File: config.mk
export PLATFORM = sky130hd
export DESIGN_NAME = vip_filter_frame_ctrl
export DESIGN_NICKNAME = d
export VERILOG_FILES = /design/src/rtl/vip_filter_frame_ctrl.sv
export SDC_FILE = /design/constraint.sdc
export NUM_CORES = 1
export LEC_CHECK = 0
export CAP_MARGIN = 20
export CORE_MARGIN = 4
export CORE_UTILIZATION = 40
export CTS_CLUSTER_DIAMETER = 60
export DETAILED_ROUTE_END_ITERATION = 8
export GPL_TIMING_DRIVEN = 0
export PLACE_DENSITY = 0.6
export SLEW_MARGIN = 20
export SYNTH_ARGS = -nofsm -noshare
export SYNTH_HDL_FRONTEND = slang
export SYNTH_SLANG_ARGS = --single-unit
export TNS_END_PERCENT = 1
File: constraint.sdc
create_clock -name clk -period 3 [get_ports clk]
set_input_delay 0.45 -clock clk [delete_from_list [all_inputs] [get_ports clk]]
set_output_delay 0.45 -clock clk [all_outputs]
set_load 0.02 [all_outputs]
File: src/rtl/vip_filter_frame_ctrl.sv
// Frame-level controller behind the 3x3 median filter: per-frame stream select, mode commit in vblank,
// border masking and line/frame geometry measurement against the configured image size.
module vip_filter_frame_ctrl #(
  parameter int         IMG_W    = 640,
  parameter int         IMG_H    = 480,
  parameter int         CNT_W    = 12,
  parameter logic [1:0] DEF_MODE = 2'd1
) (
  input  logic             clk,
  input  logic             rst,
  input  logic             cfg_valid,
  input  logic [1:0]       cfg_mode,
  input  logic             pe_frame_vsync,
  input  logic             pe_frame_href,
  input  logic             pe_frame_clken,
  input  logic [7:0]       pe_img_Y,
  input  logic             mf_frame_vsync,
  input  logic             mf_frame_href,
  input  logic             mf_frame_clken,
  input  logic [7:0]       mf_img_Y,
  output logic             pos_frame_vsync,
  output logic             pos_frame_href,
  output logic             pos_frame_clken,
  output logic [7:0]       pos_img_Y,
  output logic [1:0]       active_mode,
  output logic             cfg_pending,
  output logic             frame_done,
  output logic             line_err,
  output logic             frame_err,
  output logic [CNT_W-1:0] meas_width,
  output logic [CNT_W-1:0] meas_height
);

  localparam logic [1:0] S_IDLE  = 2'd0;
  localparam logic [1:0] S_GAP   = 2'd1;
  localparam logic [1:0] S_FRAME = 2'd2;

  localparam logic [CNT_W-1:0] CNT_MAX  = {CNT_W{1'b1}};
  localparam logic [CNT_W-1:0] W_EXP    = CNT_W'(IMG_W);
  localparam logic [CNT_W-1:0] H_EXP    = CNT_W'(IMG_H);
  localparam logic [CNT_W-1:0] W_LAST   = CNT_W'(IMG_W - 1);
  localparam logic [CNT_W-1:0] H_LAST   = CNT_W'(IMG_H - 1);

  logic [1:0]       state_q, state_d;
  logic [1:0]       mode_q, mode_d;
  logic [1:0]       pendMode_q, pendMode_d;
  logic             pend_q, pend_d;
  logic             vsPrev_q, hrPrev_q;
  logic [CNT_W-1:0] colCnt_q, colCnt_d;
  logic [CNT_W-1:0] rowCnt_q, rowCnt_d;
  logic             errAcc_q, errAcc_d;
  logic             frameDone_q, frameDone_d;
  logic             lineErr_q, lineErr_d;
  logic             frameErr_q, frameErr_d;
  logic [CNT_W-1:0] measW_q, measW_d;
  logic [CNT_W-1:0] measH_q, measH_d;
  logic             posVs_q, posVs_d;
  logic             posHr_q, posHr_d;
  logic             posCk_q, posCk_d;
  logic [7:0]       posY_q, posY_d;

  logic selVs, selHr, selCk;
  logic vsRise, vsFall, hrFall;
  logic lineBad, borderPix, commitOk, outEn;
  logic [7:0] modeY;

  // Mode 0 runs on the unfiltered stream; every other mode follows the median-filter timing.
  always_comb begin
    selVs = (mode_q == 2'd0) ? pe_frame_vsync : mf_frame_vsync;
    selHr = (mode_q == 2'd0) ? pe_frame_href  : mf_frame_href;
    selCk = (mode_q == 2'd0) ? pe_frame_clken : mf_frame_clken;
  end

  assign vsRise    = selVs & ~vsPrev_q;
  assign vsFall    = ~selVs & vsPrev_q;
  assign hrFall    = ~selHr & hrPrev_q;
  assign lineBad   = (colCnt_q != W_EXP);
  assign borderPix = (colCnt_q == '0) || (colCnt_q == W_LAST) ||
                     (rowCnt_q == '0) || (rowCnt_q == H_LAST);
  // Both streams must be in vblank so that a stream switch cannot split a frame.
  assign commitOk  = (state_q == S_GAP) && !pe_frame_vsync && !mf_frame_vsync &&
                     (pend_q || cfg_valid);
  assign outEn     = (state_q != S_IDLE);

  always_comb begin
    state_d     = state_q;
    colCnt_d    = colCnt_q;
    rowCnt_d    = rowCnt_q;
    errAcc_d    = errAcc_q;
    frameDone_d = 1'b0;
    lineErr_d   = 1'b0;
    frameErr_d  = frameErr_q;
    measW_d     = measW_q;
    measH_d     = measH_q;
    case (state_q)
      S_IDLE: begin
        if (!selVs) state_d = S_GAP;
      end
      S_GAP: begin
        if (vsRise) begin
          state_d  = S_FRAME;
          colCnt_d = '0;
          rowCnt_d = '0;
          errAcc_d = 1'b0;
        end
      end
      S_FRAME: begin
        if (selHr && selCk && (colCnt_q != CNT_MAX)) colCnt_d = colCnt_q + CNT_W'(1);
        if (hrFall) begin
          measW_d   = colCnt_q;
          lineErr_d = lineBad;
          colCnt_d  = '0;
          if (rowCnt_q != CNT_MAX) rowCnt_d = rowCnt_q + CNT_W'(1);
          if (lineBad) errAcc_d = 1'b1;
        end
        if (vsFall) begin
          state_d     = S_GAP;
          frameDone_d = 1'b1;
          measH_d     = rowCnt_q;
          frameErr_d  = (rowCnt_q != H_EXP) | errAcc_q | (hrFall & lineBad);
        end
      end
      default: state_d = S_IDLE;
    endcase
  end

  // A later request simply overwrites the pending one; a request in the commit cycle wins directly.
  always_comb begin
    mode_d     = mode_q;
    pendMode_d = pendMode_q;
    pend_d     = pend_q;
    if (commitOk) begin
      mode_d = cfg_valid ? cfg_mode : pendMode_q;
      pend_d = 1'b0;
    end else if (cfg_valid) begin
      pendMode_d = cfg_mode;
      pend_d     = 1'b1;
    end
  end

  always_comb begin
    case (mode_q)
      2'd0:    modeY = pe_img_Y;
      2'd1:    modeY = mf_img_Y;
      2'd2:    modeY = borderPix ? 8'h00 : mf_img_Y;
      default: modeY = 8'h00;
    endcase
    posVs_d = outEn & selVs;
    posHr_d = outEn & selHr;
    posCk_d = outEn & selCk;
    posY_d  = (outEn && selHr) ? modeY : 8'h00;
  end

  always_ff @(posedge clk) begin
    if (rst) begin
      state_q     <= S_IDLE;
      mode_q      <= DEF_MODE;
      pendMode_q  <= 2'd0;
      pend_q      <= 1'b0;
      vsPrev_q    <= 1'b0;
      hrPrev_q    <= 1'b0;
      colCnt_q    <= '0;
      rowCnt_q    <= '0;
      errAcc_q    <= 1'b0;
      frameDone_q <= 1'b0;
      lineErr_q   <= 1'b0;
      frameErr_q  <= 1'b0;
      measW_q     <= '0;
      measH_q     <= '0;
      posVs_q     <= 1'b0;
      posHr_q     <= 1'b0;
      posCk_q     <= 1'b0;
      posY_q      <= 8'h00;
    end else begin
      state_q     <= state_d;
      mode_q      <= mode_d;
      pendMode_q  <= pendMode_d;
      pend_q      <= pend_d;
      vsPrev_q    <= selVs;
      hrPrev_q    <= selHr;
      colCnt_q    <= colCnt_d;
      rowCnt_q    <= rowCnt_d;
      errAcc_q    <= errAcc_d;
      frameDone_q <= frameDone_d;
      lineErr_q   <= lineErr_d;
      frameErr_q  <= frameErr_d;
      measW_q     <= measW_d;
      measH_q     <= measH_d;
      posVs_q     <= posVs_d;
      posHr_q     <= posHr_d;
      posCk_q     <= posCk_d;
      posY_q      <= posY_d;
    end
  end

  assign pos_frame_vsync = posVs_q;
  assign pos_frame_href  = posHr_q;
  assign pos_frame_clken = posCk_q;
  assign pos_img_Y       = posY_q;
  assign active_mode     = mode_q;
  assign cfg_pending     = pend_q;
  assign frame_done      = frameDone_q;
  assign line_err        = lineErr_q;
  assign frame_err       = frameErr_q;
  assign meas_width      = measW_q;
  assign meas_height     = measH_q;

endmodule

==> results of run 1 <==
## power by group through the flow
stage               sequential, µW  clock (µW)  combinational [µW]
global placement              1040           0                 480
CTS                           1010         830                 487
detailed placement            1040           0                 484
floorplan                     1060           0                 289
global route                  1020         878                 538
finish                        1020         810                 486
## worst max path at each step
| stage | startpoint | to | slack (ns) | depth (start not counted) |
|---|---|---|---|---|
| 2_1_floorplan | active_mode[0] | rowCnt_q[7] | 0.47 | 8 |
| 3_3_place_gp | pe_frame_href | colCnt_q[11] | -0.23 | 7 |
| 3_5_place_dp | pe_frame_href | colCnt_q[7] | -0.21 | 7 |
| 4_1_cts | pe_frame_href | colCnt_q[7] | 0.16 | 7 |
| 5_1_grt | pe_frame_href | pos_img_Y[0] | 0.12 | 7 |
| 6_report | pe_frame_href | pos_img_Y[4] | 0.32 | 7 |
## cell usage after synthesis, drive strengths merged (2+ instances only)
| cell | count | share of area |
|---|---|---|
| a211oi | 4 | 0.0088 |
| a21oi | 28 | 0.041 |
| dfxtp | 72 | 0.42 |
| mux2i | 27 | 0.079 |
| nand2 | 45 | 0.049 |
| or4 | 5 | 0.011 |
| nor3 | 10 | 0.015 |
| or3 | 6 | 0.011 |
| o31ai | 5 | 0.011 |
| a31oi | 8 | 0.015 |
| and2 | 3 | 0.0055 |
| and4 | 4 | 0.010 |
| or4b | 2 | 0.0069 |
| nor2 | 33 | 0.036 |
| inv | 13 | 0.014 |
| nand4 | 8 | 0.015 |
| and3 | 7 | 0.013 |
| o211ai | 3 | 0.0066 |
| ha | 9 | 0.033 |
| nor4b | 4 | 0.010 |
| xnor2 | 5 | 0.013 |
| buf | 8 | 0.016 |
| nor3b | 2 | 0.0044 |
| o2bb2ai | 8 | 0.020 |
| clkbuf | 19 | 0.021 |
| o21ai | 19 | 0.028 |
| nand3 | 14 | 0.020 |
| nor2b | 2 | 0.0037 |
| nor4 | 8 | 0.016 |
| a41oi | 3 | 0.0077 |
## registers in the layout (all words and copies together) (netlist names), 2 cells and up
name         flops
colCnt_q        12
active_mode      2
meas_height     12
meas_width      12
pendMode_q       2
rowCnt_q        12
pos_img_Y        8
state_q          2
## layout by cell type, fill, tap and decap left out, types with 7 or more instances in the layout
cell,synthesis,layout
dfxtp_1,72,72
clkdlybuf4s50_1,0,65
nand2_1,45,45
nor2_1,33,33
a21oi_1,28,28
mux2i_1,27,27
clkbuf_1,19,19
o21ai_0,19,19
nand3_1,14,14
inv_1,13,13
clkbuf_8,0,11
nor3_1,10,10
ha_1,9,9
a31oi_1,8,8
nand4_1,8,8
o2bb2ai_1,8,8
and3_1,7,7
## tightest hold or removal path, stage by stage
cell	delay [ns]
clkbuf_1	0.15
nor2_1	0.11
nor3_1	0.05
## stage by stage
step / util / setup slack [ns] / cells / hold slack [ns]
finish: 0.537 / 0.320 / 586 / 0.443
global route: 0.537 / 0.122 / 586 / 0.453
CTS: 0.535 / 0.165 / 586 / 0.439
detailed placement: 0.510 / -0.209 / 570 / 0.449
global placement: 0.510 / -0.230 / 570 / 0.443
floorplan: - / 0.467 / 400 / 0.428
## cell families after synthesis
kind of cell / Yosys count / share of synthesized area
and+or+nand+nor: 159 / 0.241
buffers and inverters: 40 / 0.0507
adders and majority gates: 9 / 0.0329
AOI/OAI and AO/OA: 87 / 0.160
muxes: 27 / 0.0789
DFF: 72 / 0.421
xor gates and xnor gates: 6 / 0.0153
## per-layer routing
layer | up-vias | global-route usage
li1 | 1605 | -
met1 | 1488 | 0.251
met2 | 94 | 0.291
met3 | 8 | 0.0491
met4 | 0 | 0.0497
met5 | - | 0
## layout make-up
| cell class | instances | area [µm²] | share of cell area |
|---|---|---|---|
| clock buffer | 11 | 151 | 0.0342 |
| sequential | 72 | 1440 | 0.325 |
| timing repair buffer | 65 | 651 | 0.147 |
| buffer | 27 | 125 | 0.0282 |
| clock inverter | 5 | 55.1 | 0.0124 |
| inverter | 13 | 48.8 | 0.0110 |
| multi-input combinational | 288 | 1830 | 0.412 |
| tap | 105 | 131 | 0.0296 |
==> summary.md, run 1 <==
| Metric | Value |
|---|---|
| Reg2reg path depth | `8` |
| P&R area growth vs syn | `29.3%` |
| Die Span X | `101 µm` |
| WL met3 | `529 µm` |
| Core area | `8260 µm²` |
| Dominant synthesized flop cell | `dfxtp_1` |
| Worst-Margin Slew | `1.09 ns` |
| Pre-Repair DR Iteration Count | `5` |
| Layout cells sized above 1 | `0.0541` |
| Critical-path cell list | `clkdlybuf4s50_1 -> or3b_2 -> clkbuf_1 -> a211oi_1 -> nand4b_1 -> nor3_1 -> o2bb2ai_1` |
| Initial Util | `0.415` |
| Clk sinks | `72` |
| Max transition margin | `0.273` |
| Leak pwr | `0.00156 µW` |
| Final Hold Viols | `0` |
| Reg power frac | `0.439` |
| Clock power share | `0.350` |
| Period utilisation layout | `0.893` |
| IO Port Bufs | `65` |
| Met2 wire length | `3.88 mm` |
| CP arrival | `2.97 ns` |
| 1st-iter DRT viols | `105` |
| Critical path class | `input pin to register` |
| Routed Antenna Nets | `0` |
| Run status | `finished clean` |
| CTS H-tree depth | `3` |
| Buffers plus inverters on the worst setup path | `2` |
| Clk Latency, worst-skew pair | `0.36 ns` |
| Post-Route M1 WL | `4.45 mm` |
| Top layer in use | `met4` |
| Post-layout instance area | `4430 µm²` |
| PD cells | `522 nW/µm²` |
| Fillers | `795` |
| Pins Over Slew Limit | `0` |
| Drt drc | `0` |
| Placement Rows | `33` |
| Setup TNS | `0 ns` |
| Layout Nets | `512` |
| Hold Path Class | `input pin to register` |
| Ports | `68` |
| Total Wirelength | `8.96 mm` |
| Worst r2r src | `state_q[0]` |
| Syn Area/Cell | `8.57 µm²` |
| Slowest cell delay on critical path | `0.79 ns` |
| Maxcap violations | `0` |
| Sw power | `697 µW` |
| Initial antenna violation count | `0` |
| Synthesized cell area | `3430 µm²` |
| CTS Buf Count | `9` |
| Logic pwr share | `0.210` |
| All-Layer GR Usage | `0.185` |
| Post_cts resized | `0` |
| Total inserted antenna cells | `0` |
| Mapped Cells | `400` |
| First-pass GRT wire length | `15.0 mm` |
| Number of flops mapped to enable cells by yosys | `0` |
| Placed Area | `4210 µm²` |
| Setup violators final | `0` |
| Vias in the first global route | `3050` |
| Hold depth | `3` |
| Sw frac | `0.301` |
| Die height | `101 µm` |
| Req. time, crit path | `3.29 ns` |
| DR WL/cell | `15.3 µm` |
| Die ar. | `10100 µm²` |
| Achievable frequency | `373 MHz` |
| Clk_skew | `0.0147 ns` |
| Unrepaired setup endpoints after global routing | `no` |
| Worst vdd ir | `0.233 mV` |
| Crit end category | `register` |
| Hpwl dp | `6.58 mm` |
| Yosys cell types | `51` |
| Ys async rst share | `0` |
| Clock Path Buffers | `2` |
| Largest net degree at the start of global routing | `13` |
| Ys Warns | `0` |
| TritonCTS clock tree | `built` |
| Slowest CP cell | `nor3_1` |
| CTS clock-pin slew for the worst setup and hold paths | `0.08 ns` |
| Cell Int Power | `1610 µW` |
| Post-DR vias/cell | `5.45` |
| DR vias | `3195` |
| CTS Hold Bufs | `0` |
| Final RePlAce weighted congestion | `0.821` |
| CP max FO | `8` |
| #FFs+latches synth | `72` |
| Post-CTS Repair Setup Buffers | `0` |
| R2r endpoint | `meas_height[8]` |
| Sequential element share of the synthesized area | `0.421` |
| Top cell family by delay on the critical path | `simple AND/OR/NAND/NOR gates` |
| Min-Delay Startpoint | `cfg_valid` |
| Root Driver | `clkbuf_8` |
| R2R Setup Slk | `0.42 ns` |
| CP startpoint kind | `input pin` |
| Hold EP | `cfg_pending` |
| GRT overflow | `0` |
| Syn Nets | `436` |
| Power, Total | `2310 µW` |
| Tmin final | `2.68 ns` |
No activity file was read; power rests on OpenSTA's default activity.
==> inputs of run 2 (changes only) <==
--- a/config.mk
+++ b/config.mk
@@ -7,11 +7,11 @@
 export LEC_CHECK = 0
 export CAP_MARGIN = 20
 export CORE_MARGIN = 4
-export CORE_UTILIZATION = 40
+export CORE_UTILIZATION = 50
 export CTS_CLUSTER_DIAMETER = 60
 export DETAILED_ROUTE_END_ITERATION = 8
 export GPL_TIMING_DRIVEN = 0
-export PLACE_DENSITY = 0.6
+export PLACE_DENSITY = 0.74
 export SLEW_MARGIN = 20
 export SYNTH_ARGS = -nofsm -noshare
 export SYNTH_HDL_FRONTEND = slang
==> summary.md, run 2 (same netlist as run 1, synthesis figures left out) <==
| Metric | Value |
|---|---|
| Run status | `finished clean` |
| Layout cells sized above 1 | `0.0520 (-0.00208)` |
| Clk sinks | `72 (unchanged)` |
| Post-DR vias/cell | `5.66 (+3.8%)` |
| CTS clock-pin slew for the worst setup and hold paths | `0.07 ns (about the same)` |
| Worst vdd ir | `0.286 mV (+23%)` |
| Largest net degree at the start of global routing | `12 (-1)` |
| Hpwl dp | `6.24 mm (-5.2%)` |
| Clock Path Buffers | `2 (unchanged)` |
| GRT overflow | `0 (unchanged)` |
| Maxcap violations | `0 (unchanged)` |
| Achievable frequency | `349 MHz (-6.6%)` |
| Unrepaired setup endpoints after global routing | `no` |
| Pre-Repair DR Iteration Count | `4 (-1)` |
| Total Wirelength | `8.52 mm (-4.9%)` |
| Crit end category | `register` |
| CTS H-tree depth | `3 (unchanged)` |
| Commonest non-fill, non-tap cell in the layout | `dfxtp_1` |
| Number of placed instances, taps included | `542 (-4.9%)` |
| Final RePlAce weighted congestion | `0.829 (+0.91%)` |
| DR WL/cell | `15.3 µm (-0.12%)` |
| Die height | `90.8 µm (-9.7%)` |
| Post-CTS Repair Setup Buffers | `0 (unchanged)` |
| Final Hold Viols | `0 (unchanged)` |
| All-Layer GR Usage | `0.213 (+0.0285)` |
| Ports | `68 (unchanged)` |
| Placement Rows | `29 (-12%)` |
| Worst Hold Margin | `0.456 ns (+0.0133 ns)` |
| Req. time, crit path | `3.25 ns (-0.04 ns)` |
| Layout Nets | `512 (unchanged)` |
| Total inserted antenna cells | `0 (unchanged)` |
| PD cells | `526 nW/µm² (+0.91%)` |
| Root Driver | `clkbuf_8` |
| Vias in the first global route | `3023 (-0.89%)` |
| Hold Path Class | `register to register` |
| Drt drc | `0 (unchanged)` |
| Period utilisation layout | `0.956 (+0.0629)` |
| DR vias | `3158 (-1.2%)` |
| CP arrival | `3.12 ns (+0.15 ns)` |
| Die Span X | `90.8 µm (-9.7%)` |
| Pins Over Slew Limit | `0 (unchanged)` |
| Post_cts resized | `0 (unchanged)` |
| IO Port Bufs | `65 (unchanged)` |
| P&R area growth vs syn | `28.4%` |
| CTS Buf Count | `9 (unchanged)` |
| First-pass GRT wire length | `14.5 mm (-2.9%)` |
| Routed Antenna Nets | `0 (unchanged)` |
| Critical path class | `input pin to register` |
| Setup violators final | `0 (unchanged)` |
| Worst-Margin Slew | `1.11 ns (+0.0190 ns)` |
| Core area | `6490 µm² (-21%)` |
| Initial Util | `0.528 (+0.113)` |
| Initial antenna violation count | `0 (unchanged)` |
| CTS Hold Bufs | `0 (unchanged)` |
| Commonest cells after routing, fill and taps aside | `dfxtp_1 (72), clkdlybuf4s50_1 (65), nand2_1 (45)` |
| TritonCTS clock tree | `built` |
| Tmin final | `2.87 ns (+0.189 ns)` |
| Clk_skew | `0.00747 ns (-0.00721 ns)` |
| Max transition margin | `0.253 (-0.0202)` |
| CP startpoint kind | `input pin` |
| Layout Cells excl Fill | `558 (-4.8%)` |
| Die ar. | `8240 µm² (-18%)` |
| Clk Latency, worst-skew pair | `0.34 ns (-0.02 ns)` |
| CP max FO | `8 (unchanged)` |
| 1st-iter DRT viols | `166 (+58%)` |
| Leak pwr | `0.00157 µW (+0.71%)` |
## run 2: per-layer routing
layer	vias up	track usage	wire length, µm	part of all wire
met5	-	0	0	0
met4	0	0.0678	153	0.018
met3	12	0.0500	362	0.042
met2	77	0.351	4120	0.48
met1	1464	0.276	3880	0.46
li1	1605	-	-	-
## run 2: final cells by class
| type | instances | area [µm²] |
|---|---|---|
| fillers | 542 | 2100 |
| multi-input cells | 288 | 1820 |
| flip-flops and latches | 72 | 1440 |
| repair buffers | 65 | 651 |
| clock buffers | 14 | 183 |
| plain buffers | 27 | 125 |
| well taps | 77 | 96.3 |
| inverters | 13 | 48.8 |
| clock inverters | 2 | 35.0 |
## run 2: through the flow
stage | setup slack, ns | util | TNS (ns) | area, µm² | power (µW)
5_1_grt | 0.0325 | 0.677 | 0 | 4400 | 2420
3_3_place_gp | -0.165 | 0.643 | -0.716 | 4170 | 1500
2_1_floorplan | 0.467 | - | 0 | 3430 | 1350
4_1_cts | 0.182 | 0.676 | 0 | 4390 | 2330
6_report | 0.131 | 0.677 | 0 | 4400 | 2320
3_5_place_dp | -0.167 | 0.643 | -0.558 | 4180 | 1520
## run 2: power by group
part / switching (µW) / internal (µW)
sequential: 23.7 / 992
combinational: 290 / 196
clock: 339 / 474
total: 652 / 1660
## run 2: path summary, 6_finish.rpt
| path | from | endpoint | slack (ns) | depth (start not counted) |
|---|---|---|---|---|
| max | pe_frame_href | colCnt_q[11] | 0.13 | 7 |
| min | meas_width[5] | meas_width[5] | 0.46 | 2 |
| max reg2reg | active_mode[0] | colCnt_q[11] | 0.29 | 7 |
| min reg2reg | meas_width[5] | meas_width[5] | 0.46 | 2 |
## run 2: worst max-delay path, stage by stage
cell and delay, ns:
clkdlybuf4s50_1 0.50, or3b_2 0.44, clkbuf_1 0.16, and3_1 0.24, nor4_2 0.74, nand3_1 0.29, o31ai_1 0.29
